### config.mk
export PLATFORM = sky130hd
export DESIGN_NAME = scr1_dmem_arbiter
export DESIGN_NICKNAME = d
export VERILOG_FILES = /design/src/rtl/scr1_dmem_arbiter.sv
export SDC_FILE = /design/constraint.sdc
export NUM_CORES = 1
export LEC_CHECK = 0
export ABC_CLOCK_PERIOD_IN_PS = 1860
export BUFFER_PORTS_ARGS = -buffer_cell sky130_fd_sc_hd__buf_2
export CAP_MARGIN = 40
export CORE_AREA = 2 2 120 122
export CTS_CLUSTER_SIZE = 10
export DETAILED_ROUTE_END_ITERATION = 10
export DIE_AREA = 0 0 122 124
export PLACE_DENSITY = 0.5
export SLEW_MARGIN = 20
export SYNTH_ARGS = -nofsm -noshare
export SYNTH_HDL_FRONTEND = slang
export SYNTH_SLANG_ARGS = --single-unit
export TNS_END_PERCENT = 10
### constraint.sdc
create_clock -name clk -period 1.86 [get_ports clk]
set_input_delay 0 -clock clk [delete_from_list [all_inputs] [get_ports clk]]
set_output_delay 0 -clock clk [all_outputs]
set_load 0.05 [all_outputs]
### src/rtl/scr1_dmem_arbiter.sv
// Two-master arbiter in front of one SCR1 DMEM-protocol slave, with overlap of
// the next address phase on RDY_OK and a response watchdog that turns a hung slave into RDY_ER.

package scr1_dmem_arb_pkg;
  localparam int SCR1_DMEM_AWIDTH = 32;
  localparam int SCR1_DMEM_DWIDTH = 32;

  typedef enum logic {
    SCR1_MEM_CMD_RD = 1'b0,
    SCR1_MEM_CMD_WR = 1'b1
  } type_scr1_mem_cmd_e;

  typedef enum logic [1:0] {
    SCR1_MEM_WIDTH_BYTE  = 2'b00,
    SCR1_MEM_WIDTH_HWORD = 2'b01,
    SCR1_MEM_WIDTH_WORD  = 2'b10,
    SCR1_MEM_WIDTH_ERROR = 2'b11
  } type_scr1_mem_width_e;

  typedef enum logic [1:0] {
    SCR1_MEM_RESP_NOTRDY = 2'b00,
    SCR1_MEM_RESP_RDY_OK = 2'b01,
    SCR1_MEM_RESP_RDY_ER = 2'b10
  } type_scr1_mem_resp_e;
endpackage

module scr1_dmem_arbiter
  import scr1_dmem_arb_pkg::*;
#(
  parameter bit          SCR1_ARB_FIXED_PRIO = 1'b0,
  parameter int unsigned SCR1_ARB_TIMEOUT    = 255,
  parameter int          SCR1_ARB_TCNT_W     = 8
) (
  input  logic                        clk,
  input  logic                        rst,
  // Master 0 (core LSU)
  input  logic                        m0_req,
  output logic                        m0_req_ack,
  input  type_scr1_mem_cmd_e          m0_cmd,
  input  type_scr1_mem_width_e        m0_width,
  input  logic [SCR1_DMEM_AWIDTH-1:0] m0_addr,
  input  logic [SCR1_DMEM_DWIDTH-1:0] m0_wdata,
  output logic [SCR1_DMEM_DWIDTH-1:0] m0_rdata,
  output type_scr1_mem_resp_e         m0_resp,
  // Master 1 (crypto/DMA engine)
  input  logic                        m1_req,
  output logic                        m1_req_ack,
  input  type_scr1_mem_cmd_e          m1_cmd,
  input  type_scr1_mem_width_e        m1_width,
  input  logic [SCR1_DMEM_AWIDTH-1:0] m1_addr,
  input  logic [SCR1_DMEM_DWIDTH-1:0] m1_wdata,
  output logic [SCR1_DMEM_DWIDTH-1:0] m1_rdata,
  output type_scr1_mem_resp_e         m1_resp,
  // Shared slave
  output logic                        s_req,
  input  logic                        s_req_ack,
  output type_scr1_mem_cmd_e          s_cmd,
  output type_scr1_mem_width_e        s_width,
  output logic [SCR1_DMEM_AWIDTH-1:0] s_addr,
  output logic [SCR1_DMEM_DWIDTH-1:0] s_wdata,
  input  logic [SCR1_DMEM_DWIDTH-1:0] s_rdata,
  input  type_scr1_mem_resp_e         s_resp,
  output logic                        timeout_err
);

  typedef enum logic [1:0] {
    ST_ADDR  = 2'd0,
    ST_DATA  = 2'd1,
    ST_DRAIN = 2'd2
  } arb_fsm_e;

  localparam bit                       WDOG_EN   = (SCR1_ARB_TIMEOUT != 0);
  localparam logic [SCR1_ARB_TCNT_W-1:0] TCNT_LAST = SCR1_ARB_TCNT_W'(SCR1_ARB_TIMEOUT - 1);

  arb_fsm_e                   fsm;
  logic                       owner_r;   // 0: M0, 1: M1
  logic                       rr_last;
  logic [SCR1_ARB_TCNT_W-1:0] tcnt;

  logic                       resp_ok, resp_er, resp_nr;
  logic                       in_data, abort, win, gnt, accept;
  type_scr1_mem_resp_e        owner_resp;
  logic [SCR1_DMEM_DWIDTH-1:0] owner_rdata;

  // NOTE: every signal gets a default at the top of always_comb so no path can infer a latch.
  always_comb begin
    resp_ok = (s_resp == SCR1_MEM_RESP_RDY_OK);
    resp_er = (s_resp == SCR1_MEM_RESP_RDY_ER);
    resp_nr = ~(resp_ok | resp_er);  // encodings outside the enum behave as NOTRDY
    in_data = (fsm == ST_DATA);

    abort = WDOG_EN & in_data & resp_nr & (tcnt == TCNT_LAST);
    win   = (fsm == ST_ADDR) | (in_data & resp_ok);

    gnt = m1_req;
    if (m0_req & m1_req) begin
      gnt = SCR1_ARB_FIXED_PRIO ? 1'b0 : ~rr_last;
    end

    // Held low during reset so the slave sees no request while state is being cleared.
    s_req      = win & (m0_req | m1_req) & ~rst;
    accept     = s_req & s_req_ack;
    m0_req_ack = accept & ~gnt;
    m1_req_ack = accept & gnt;

    s_cmd   = gnt ? m1_cmd   : m0_cmd;
    s_width = gnt ? m1_width : m0_width;
    s_addr  = gnt ? m1_addr  : m0_addr;
    s_wdata = gnt ? m1_wdata : m0_wdata;

    owner_resp  = s_resp;
    owner_rdata = s_rdata;
    if (abort) begin
      owner_resp  = SCR1_MEM_RESP_RDY_ER;
      owner_rdata = '0;
    end else if (resp_nr) begin
      owner_resp  = SCR1_MEM_RESP_NOTRDY;
    end

    m0_resp  = SCR1_MEM_RESP_NOTRDY;
    m0_rdata = '0;
    m1_resp  = SCR1_MEM_RESP_NOTRDY;
    m1_rdata = '0;
    if (in_data & ~owner_r) begin
      m0_resp  = owner_resp;
      m0_rdata = owner_rdata;
    end
    if (in_data & owner_r) begin
      m1_resp  = owner_resp;
      m1_rdata = owner_rdata;
    end
  end

  // NOTE: state registers use non-blocking assignments so every update sees pre-edge values.
  always_ff @(posedge clk or posedge rst) begin
    if (rst) begin
      fsm         <= ST_ADDR;
      owner_r     <= 1'b0;
      rr_last     <= 1'b1;
      tcnt        <= '0;
      timeout_err <= 1'b0;
    end else begin
      timeout_err <= abort;
      if (accept) begin
        // Also covers the overlapped case: RDY_OK retires the old owner in the same cycle.
        fsm     <= ST_DATA;
        owner_r <= gnt;
        rr_last <= gnt;
        tcnt    <= '0;
      end else begin
        case (fsm)
          ST_DATA: begin
            if (!resp_nr)   fsm  <= ST_ADDR;
            else if (abort) fsm  <= ST_DRAIN;
            else            tcnt <= tcnt + 1'b1;
          end
          // The late response of an aborted access is swallowed here.
          ST_DRAIN: begin
            if (!resp_nr) fsm <= ST_ADDR;
          end
          default: fsm <= ST_ADDR;
        endcase
      end
    end
  end

endmodule

==> results of run 1 <==
==> worst min-delay path, stage by stage <==
cell and delay [ns]:
dlygate4sd3_1 0.53, buf_2 0.13, inv_1 0.38
==> how the worst max path moves through the flow <==
stage | end | slack, ns | depth (start not counted)
after detailed placement | m0_rdata[10] | 0.13 | 8
final | m0_rdata[2] | -0.07 | 8
after global routing | m0_rdata[2] | -0.15 | 8
after floorplan | m0_rdata[0] | 0.01 | 7
after global placement | m0_rdata[25] | 0.17 | 8
after CTS | m0_rdata[11] | 0.0005 | 8
==> power groups by stage <==
stage	logic (uW)	clock network (uW)	registers, uW
global placement	1930	0	361
floorplan	1400	0	362
global route	2370	428	374
finish	2260	402	367
detailed placement	1940	0	362
CTS	2040	417	361
==> flip-flops by register name, summed over array words and instances (netlist names) <==
name	cells
tcnt	8
fsm	2
owner_r	1
rr_last	1
timeout_err	1
==> cell usage after synthesis (all sizes together) (2+ instances only) <==
| cell type | number |
|---|---|
| a211oi | 3 |
| a21boi | 2 |
| a21o | 2 |
| a21oi | 2 |
| and2 | 66 |
| and3 | 3 |
| buf | 9 |
| clkbuf | 5 |
| dfrtp | 12 |
| ha | 4 |
| inv | 4 |
| mux2 | 67 |
| nand2 | 6 |
| nand2b | 3 |
| nand3 | 4 |
| nand4 | 3 |
| nor2 | 8 |
| nor2b | 2 |
| nor3 | 3 |
| o211ai | 3 |
| o21ai | 3 |
| o31ai | 2 |
==> routing by layer <==
layer  vias to the layer above  track usage, %
li1                       1438               -
met1                      1360            13.3
met2                       182            21.6
met3                         2            1.47
met4                         0            2.16
met5                         -               0
==> area by class of cell <==
type,instances,share of cell area (%)
Tap cell,180,4.91
Sequential cell,13,7.12
Inverter,4,0.328
Clock buffer,4,1.72
Multi-Input combinational cell,196,37.0
Timing Repair Buffer,330,48.9
==> stage by stage <==
step                      total power, uW  TNS, ns  area, um2  hold slack (ns)
after floorplan                      1760        0       2000           -0.124
after CTS                            2820        0       4170            0.362
final                                3030    -1.18       4580            0.348
after global placement               2290        0       3830           0.0766
after detailed placement             2310        0       3830           0.0833
after global routing                 3180    -4.25       4580            0.369
==> cell families (layout without fill, tap and decap cells) <==
logic type,count (synthesis),in the layout
flip-flops,13,13
AND/OR/NAND/NOR,103,103
XOR/XNOR,2,2
buffers and inverters,18,338
AO/OA/AOI/OAI,20,20
adder cells (fa/ha/maj),4,4
multiplexers,67,67
==> timing repair <==
action                     CTS  global route
cloned                       0             3
hold endpoints to repair    12             0
setup endpoints to repair   66            66
pin swaps                    2            11
hold buffers                 1             0
gates resized for setup     89            88
buffers inserted             0             7
==> results_dict.tcl, run 1 <==
set metrics [dict create \
    outcome "complete, but fails checks" \
    violations "negative setup slack" \
    area.growth.synth_to_final_pct 130 \
    ys_warn_count 0 \
    ctsHtreeMaxLevel 1 \
    period_share_pct 104 \
    track_usage_pct 11.2 \
    synthCells 227 \
    fmax_mhz 518 \
    final_cells 727 \
    layout_common_cells "buf_2, mux2_2, buf_6, and2_1, and2_4" \
    p_switching_uw 1560 \
    pre_cts_ws_ns 0.129 \
    cpMaxStageDelayCell "dfrtp_1" \
    crit_fanout 8 \
    r2r_start "tcnt[0]" \
    ys_async_sr_fraction_pct 100 \
    synth_largest_area_cell "mux2_2" \
    routed-wl-met3_um 825 \
    dieHeight_um 124 \
    final_common_cell "buf_2" \
    grt.overflow.total 0 \
    r2r_slack_ns 0.12 \
    layout_setup_ws_ns -0.0698 \
    cts.sinks 13 \
    internal_power_uw 1470 \
    synth-adder-area-share_pct 2.51 \
    pin_count 312 \
    synth.distinct_cells 39 \
    numPortBuffers 311 \
    die-area_um2 15100 \
    start_kind "register" \
    tightest_slew_ns 0.516 \
    num_antenna_cells 0 \
    cp.required_ns 1.86 \
    syn_avg_cell_area_um2 8.79 \
    synth.net_count 404 \
    crit_start "tcnt[1]" \
    highest_layer "met4" \
    vdd_drop_max_mv 0.299 \
    fp-row-count 43 \
    critical_path_class "reg -> out" \
    dp_cells 712 \
    ctsLongestPathBuffers 2 \
    synthMuxAreaShare_pct 37.8 \
    fin_crit_ns 1.93 \
    antenna_found_initial 0 \
    max-cap-violations 0 \
    p_per_area_nw_per_um2 660 \
    wl_met2_mm 5.75 \
    synth_edf_count 0 \
    grt_pass1_wl_mm 13.4 \
    multi_input_area_um2 1700 \
    crit_buf_inv 3 \
    endpoint_kind "output pin" \
    crit_path_max_incr_delay_ns 0.40 \
    r2r_cells 8 \
    dpl.hpwl_mm 8.33 \
    gp_congestion 0.749 \
    combPwrFrac_pct 74.6 \
    seq_area_um2 327 \
    synth_top_family_by_area "multiplexers" \
    grt_max_degree 70 \
    root_buffer "clkbuf_16" \
    seqPwrFrac_pct 12.1 \
    final_nets 725 \
    synthTopCellsByArea "mux2_2, and2_1, dfrtp_1, ha_1, buf_2" \
    synth-seq-cells 13 \
    clk_pin_slew_ns 0.04 \
    yosysSeqAreaShare_pct 16.4 \
    layout-drive-gt1-share_pct 80.3 \
    path_common_cell "buf_6" \
    synth.top_cell.area_share_pct 37.8 \
    critPathTopFamily "buffers and inverters" \
    vias 2982 \
    yosys.area_share.simple_pct 30.5 \
    ant_nets 0 \
    synth_compound_area_share_pct 7.59 \
    p_sw_share_pct 51.5 \
    initial_core_util_pct 14.5 \
    drtPass1Iterations 4 \
    drt-total-wl_mm 10.7 \
    die-width_um 122 \
    slew_headroom_pct 65.5 \
    crit_chain "ha_4 -> nand4_1 -> nor2_4 -> a211oi_4 -> buf_6 -> clkbuf_16 -> and2_1 -> buf_6" \
    hold_path_class "in -> async" \
    core_area_um2 13700 \
    wl_per_cell_um 14.7 \
    synth_xor_area_share_pct 0.878 \
    grt_pass1_vias 2691 \
    synth_area_um2 2000 \
    worstPathArrival_ns 1.93 \
    setup_viol 34 \
    final_max_slew_viol_count 0 \
    drtIter0Drc 64 \
    leakage_uw 0.00240 \
    drc 0 \
    synth_ff_type "dfrtp_1" \
    hold_viol 0 \
    avgViaCountPerCell 4.10 \
    fill_cells 1385 \
    skew_ns 0.00181 \
    drt-met1-wl_mm 4.07 \
    clk_latency_ns 0.24 \
    rsz0062_at_grt "yes" \
    pwr-share-clk_pct 13.3 \
    numCtsBuffers 3 \
    cts_tree "built" \
    reg2reg_to "fsm[1]" \
    final_core_utilization_pct 33.4 \
]
Power figures use the tool's default switching activity.
==> inputs of run 2 (changes only) <==
--- a/config.mk
+++ b/config.mk
@@ -5,14 +5,14 @@
 export SDC_FILE = /design/constraint.sdc
 export NUM_CORES = 1
 export LEC_CHECK = 0
-export ABC_CLOCK_PERIOD_IN_PS = 1860
+export ABC_CLOCK_PERIOD_IN_PS = 2500
 export BUFFER_PORTS_ARGS = -buffer_cell sky130_fd_sc_hd__buf_2
 export CAP_MARGIN = 40
-export CORE_AREA = 2 2 120 122
+export CORE_AREA = 2 2 119 121
 export CTS_CLUSTER_SIZE = 10
 export DETAILED_ROUTE_END_ITERATION = 10
-export DIE_AREA = 0 0 122 124
-export PLACE_DENSITY = 0.5
+export DIE_AREA = 0 0 121 123
+export PLACE_DENSITY = 0.51
 export SLEW_MARGIN = 20
 export SYNTH_ARGS = -nofsm -noshare
 export SYNTH_HDL_FRONTEND = slang
==> constraint.sdc (replaced) <==
create_clock -name clk -period 2.5 [get_ports clk]
set_input_delay 0 -clock clk [delete_from_list [all_inputs] [get_ports clk]]
set_output_delay 0 -clock clk [all_outputs]
set_load 0.05 [all_outputs]
==> results_dict.tcl, run 2 (synthesis gave the netlist of run 1 again) <==
set metrics [dict create \
    vdd_drop_max_mv 0.226 \
    leakage_uw 0.00220 \
    p_per_area_nw_per_um2 515 \
    slew_headroom_pct 64.4 \
    start_kind "register" \
    numPortBuffers 311 \
    dieHeight_um 123 \
    setup_viol 0 \
    period_share_pct 85.7 \
    outcome "finished clean" \
    worstPathArrival_ns 2.14 \
    skew_ns 0.00383 \
    crit_fanout 32 \
    track_usage_pct 11.8 \
    wl_per_cell_um 14.2 \
    die-width_um 121 \
    top_regs "tcnt: 8 flops, fsm: 2 flops" \
    final_nets 710 \
    endpoint_kind "output pin" \
    hold_viol 0 \
    crit_path_max_incr_delay_ns 0.38 \
    ctsHtreeMaxLevel 1 \
    cp.required_ns 2.50 \
    critPathTopFamily "buffers and inverters" \
    layout_common_cells "buf_2, mux2_2, and2_1, dfrtp_1, nor2_1" \
    grt_pass1_vias 2593 \
    grt.overflow.total 0 \
    cpMaxStageDelayCell "dfrtp_1" \
    fmax_mhz 467 \
    fill_cells 1468 \
    numCtsBuffers 3 \
    seq_area_um2 327 \
    cts.sinks 13 \
    area.growth.synth_to_final_pct 92.4 \
    tightest_slew_ns 0.533 \
    dpl.hpwl_mm 8.89 \
    grt_max_degree 70 \
    ant_nets 0 \
    post_cts_resize_count 0 \
    clk_pin_slew_ns 0.05 \
    die-area_um2 14900 \
    pin_count 312 \
    crit_buf_inv 3 \
    final_common_cell "buf_2" \
    vias 2844 \
    core_area_um2 13600 \
    cts_tree "built" \
    placed_area_um2 3750 \
    top_register "tcnt" \
    ctsLongestPathBuffers 2 \
    rsz0062_at_grt "no" \
    hold_path_class "in -> reg" \
    layout-drive-gt1-share_pct 73.3 \
    drc 0 \
    setup_tns_ns 0 \
    gp_congestion 0.822 \
    clk_latency_ns 0.24 \
    pre_cts_ws_ns 0.615 \
    drtIter0Drc 62 \
    final_max_slew_viol_count 0 \
    critical_path_class "reg -> out" \
    layout_setup_ws_ns 0.357 \
    drtPass1Iterations 4 \
    final_core_utilization_pct 28.2 \
    grt_pass1_wl_mm 13.7 \
    largest_reg_flops 8 \
    fin_area_um2 3840 \
    multi_input_area_um2 1590 \
    max-cap-violations 0 \
    root_buffer "clkbuf_16" \
    avgViaCountPerCell 3.99 \
    antenna_found_initial 2 \
    fp-row-count 43 \
    drt-total-wl_mm 10.1 \
    crit_chain "inv_1 -> ha_1 -> nand4_1 -> nor2_2 -> a211oi_2 -> buf_4 -> and2_1 -> buf_2" \
    fin_crit_ns 2.14 \
    initial_core_util_pct 14.7 \
    r2r_slack_ns 0.84 \
]
-- run 2: cell types whose count changed in the layout (fill, tap and decap cells not counted), moves of 3 or more --
cell and change:
and2_4 -29, buf_4 -8, buf_8 -9, and2_1 +29, buf_2 +66, buf_6 -59
buf_12 -3
-- run 2: worst paths after layout --
path                       startpoint           end  cells past startpoint
setup / recovery              tcnt[0]  m0_rdata[24]                      8
hold / removal              s_resp[1]        fsm[1]                      3
setup reg to reg              tcnt[0]       tcnt[3]                      6
hold reg to reg               tcnt[4]       tcnt[4]                      1
max in group asynchronous         rst       rr_last                      3
min in group asynchronous         rst       tcnt[2]                      3
-- run 2: what timing repair did --
action / in CTS / in global routing
hold buffers: 1 / 0
setup buffers: 0 / 0
hold endpoints to repair: 12 / 0
-- run 2: metal layers --
layer	global-route usage, %	share of wire, %	vias up
met5	0	0	-
met4	1.96	0.77	0
met3	2.26	9.7	7
met2	23.1	52	185
met1	13.4	37	1249
li1	-	-	1403
-- run 2: per-stage QoR --
| step | cells | hold slack [ns] | power (uW) |
|---|---|---|---|
| after floorplan | 227 | -0.124 | 1310 |
| after global placement | 707 | 0.0788 | 1670 |
| after detailed placement | 707 | 0.0860 | 1680 |
| after CTS | 712 | 0.296 | 2000 |
| after global routing | 712 | 0.343 | 2080 |
| final | 713 | 0.287 | 1980 |
-- run 2: report_power, final --
| group | total (uW) | switching [uW] | internal [uW] |
|---|---|---|---|
| sequential | 275 | 33.7 | 241 |
| clock | 303 | 88.3 | 215 |
| combinational | 1400 | 976 | 423 |
-- run 2: cell type report --
class / instances / share of cell area, %
antenna: 1 / 0.0652
clock buffer: 4 / 2.05
inverter: 4 / 0.391
multi-input combinational: 196 / 41.4
sequential: 13 / 8.51
tap: 180 / 5.87
timing repair buffer: 315 / 41.7
-- run 2: worst register-to-register path: cells and delay by family, from the launching register on --
| kind | cells | cell delay [ns] |
|---|---|---|
| buffers and inverters | 1 | 0.08 |
| flip-flops | 1 | 0.38 |
| AO/OA/AOI/OAI | 1 | 0.15 |
| AND/OR/NAND/NOR | 3 | 0.77 |
| adder cells (fa/ha/maj) | 1 | 0.22 |
==> inputs of run 3 (changes only) <==
--- a/config.mk
+++ b/config.mk
@@ -5,14 +5,15 @@
 export SDC_FILE = /design/constraint.sdc
 export NUM_CORES = 1
 export LEC_CHECK = 0
-export ABC_CLOCK_PERIOD_IN_PS = 2500
+export ABC_CLOCK_PERIOD_IN_PS = 1800
 export BUFFER_PORTS_ARGS = -buffer_cell sky130_fd_sc_hd__buf_2
 export CAP_MARGIN = 40
-export CORE_AREA = 2 2 119 121
+export CORE_AREA = 2 2 123 125
 export CTS_CLUSTER_SIZE = 10
 export DETAILED_ROUTE_END_ITERATION = 10
-export DIE_AREA = 0 0 121 123
-export PLACE_DENSITY = 0.51
+export DIE_AREA = 0 0 125 127
+export PLACE_DENSITY = 0.5
+export REMOVE_ABC_BUFFERS = 1
 export SLEW_MARGIN = 20
 export SYNTH_ARGS = -nofsm -noshare
 export SYNTH_HDL_FRONTEND = slang
==> constraint.sdc (replaced) <==
create_clock -name clk -period 1.8 [get_ports clk]
set_input_delay 0 -clock clk [delete_from_list [all_inputs] [get_ports clk]]
set_output_delay 0 -clock clk [all_outputs]
set_load 0.05 [all_outputs]
==> results_dict.tcl, run 3 (synthesis gave the netlist of run 1 again) <==
set metrics [dict create \
    drtPass1Iterations 4 \
    max-cap-violations 0 \
    drc 0 \
    critical_path_class "reg -> out" \
    fin_area_um2 4570 \
    setup_viol 45 \
    gp_congestion 0.829 \
    avgViaCountPerCell 4.01 \
    cpMaxStageDelayCell "dfrtp_1" \
    dpl.hpwl_mm 10.9 \
    power.total_uw 3150 \
    largest_reg_flops 8 \
    grt.overflow.total 0 \
    final_core_utilization_pct 31.7 \
    leakage_uw 0.00245 \
    clk_pin_slew_ns 0.05 \
    placed_area_um2 3990 \
    vias 2996 \
    cp-endpoint "m0_rdata[4]" \
    grt_pass1_wl_mm 18.4 \
    hold_viol 0 \
    r2r_slack_ns 0.17 \
    crit_chain "inv_2 -> ha_4 -> nand4_1 -> nor2_2 -> buf_6 -> a211oi_4 -> buf_4 -> buf_12 -> and2_1 -> buf_6" \
    rsz0062_at_grt "yes" \
    top_regs "tcnt: 8 flops, fsm: 2 flops" \
    initial_core_util_pct 13.8 \
    final_nets 740 \
    fmax_mhz 510 \
    antenna_found_initial 3 \
    r2r_start "fsm[1]" \
    cts.sinks 13 \
    cts_tree "built" \
    p_per_area_nw_per_um2 689 \
    reg2reg_to "tcnt[7]" \
    start_kind "register" \
    layout_common_cells "buf_2, mux2_2, buf_6, and2_1, buf_4" \
    pre_cts_ws_ns -0.0113 \
    worstPathArrival_ns 1.96 \
    path_common_cell "buf_6" \
    period_share_pct 109 \
    pin_count 312 \
    die-area_um2 15900 \
    grt_pass1_vias 3054 \
    wl_per_cell_um 17.1 \
    crit_buf_inv 5 \
    crit_path_max_incr_delay_ns 0.38 \
    area.growth.synth_to_final_pct 129 \
    skew_ns 0.00267 \
    fill_cells 1574 \
    slew_headroom_pct 65.0 \
    critPathTopFamily "buffers and inverters" \
    numCtsBuffers 3 \
    clk_latency_ns 0.24 \
    tightest_slew_ns 0.524 \
    endpoint_kind "output pin" \
    layout_setup_ws_ns -0.160 \
    r2r_cells 6 \
    drt-total-wl_mm 12.8 \
    numPortBuffers 311 \
    ctsHtreeMaxLevel 1 \
    outcome "complete, but fails checks" \
    hold_slack_ns 0.279 \
    track_usage_pct 15.2 \
    final_common_cell "buf_2" \
    crit_fanout 16 \
    violations "negative setup slack" \
    ctsLongestPathBuffers 2 \
    top_register "tcnt" \
    hold_path_class "in -> reg" \
    fin_crit_ns 1.96 \
    fp-row-count 44 \
    crit_start "tcnt[0]" \
    final_max_slew_viol_count 0 \
    layout-drive-gt1-share_pct 79.0 \
    die-width_um 125 \
    core_area_um2 14400 \
    ant_nets 0 \
    dieHeight_um 127 \
    cp.depth 10 \
    vdd_drop_max_mv 0.278 \
    cp.required_ns 1.80 \
    drtIter0Drc 62 \
    root_buffer "clkbuf_16" \
    grt_max_degree 28 \
]
[run 3: worst min-delay path by stage]
stage               from  endpoint  cells after the start
2_1_floorplan        rst    fsm[0]                      1
3_5_place_dp         rst   tcnt[0]                      2
4_1_cts        s_req_ack    fsm[0]                      4
6_report       s_req_ack    fsm[0]                      4
3_3_place_gp         rst   tcnt[0]                      2
5_1_grt           m0_req   rr_last                      4
[run 3: final cells by class]
cell class | count | area (um2) | area share [%]
flip-flops and latches | 13 | 327 | 7.14
inverters | 4 | 15.0 | 0.328
multi-input cells | 196 | 1680 | 36.6
repair buffers | 345 | 2250 | 49.1
well taps | 184 | 230 | 5.03
diodes | 1 | 2.50 | 0.0547
clock buffers | 4 | 78.8 | 1.72
[run 3: power by group]
part | internal [uW] | leakage [uW] | switching [uW]
logic | 889 | 0.00224 | 1480
registers | 335 | 0.000174 | 29.3
clock network | 299 | 0.0000382 | 122
[run 3: worst min-delay path, stage by stage]
cell     delay [ns]
buf_2          0.10
o21a_1         0.12
nand3_2        0.18
nand2_1        0.07
[run 3: through the flow]
step | TNS [ns] | instances
2_1_floorplan | -98.94 | 213
4_1_cts | -4.26 | 746
3_3_place_gp | -5.06 | 734
3_5_place_dp | -0.0314 | 735
5_1_grt | -10.03 | 746
6_report | -4.49 | 747
[run 3: timing repair]
item,4_1_cts,5_1_grt
setup buffers,5,0
hold buffers,1,0
cloned,1,0
hold endpoints to repair,12,0
resized for setup,131,10
pin swaps,4,1
setup endpoints to repair,58,102
[run 3: routing by layer]
layer,GRT usage (%),vias to the layer above,wire (um)
met5,0,-,23
met4,4.51,4,376
met3,5.90,19,1330
met2,27.7,194,6440
met1,16.2,1319,4590
li1,-,1460,-
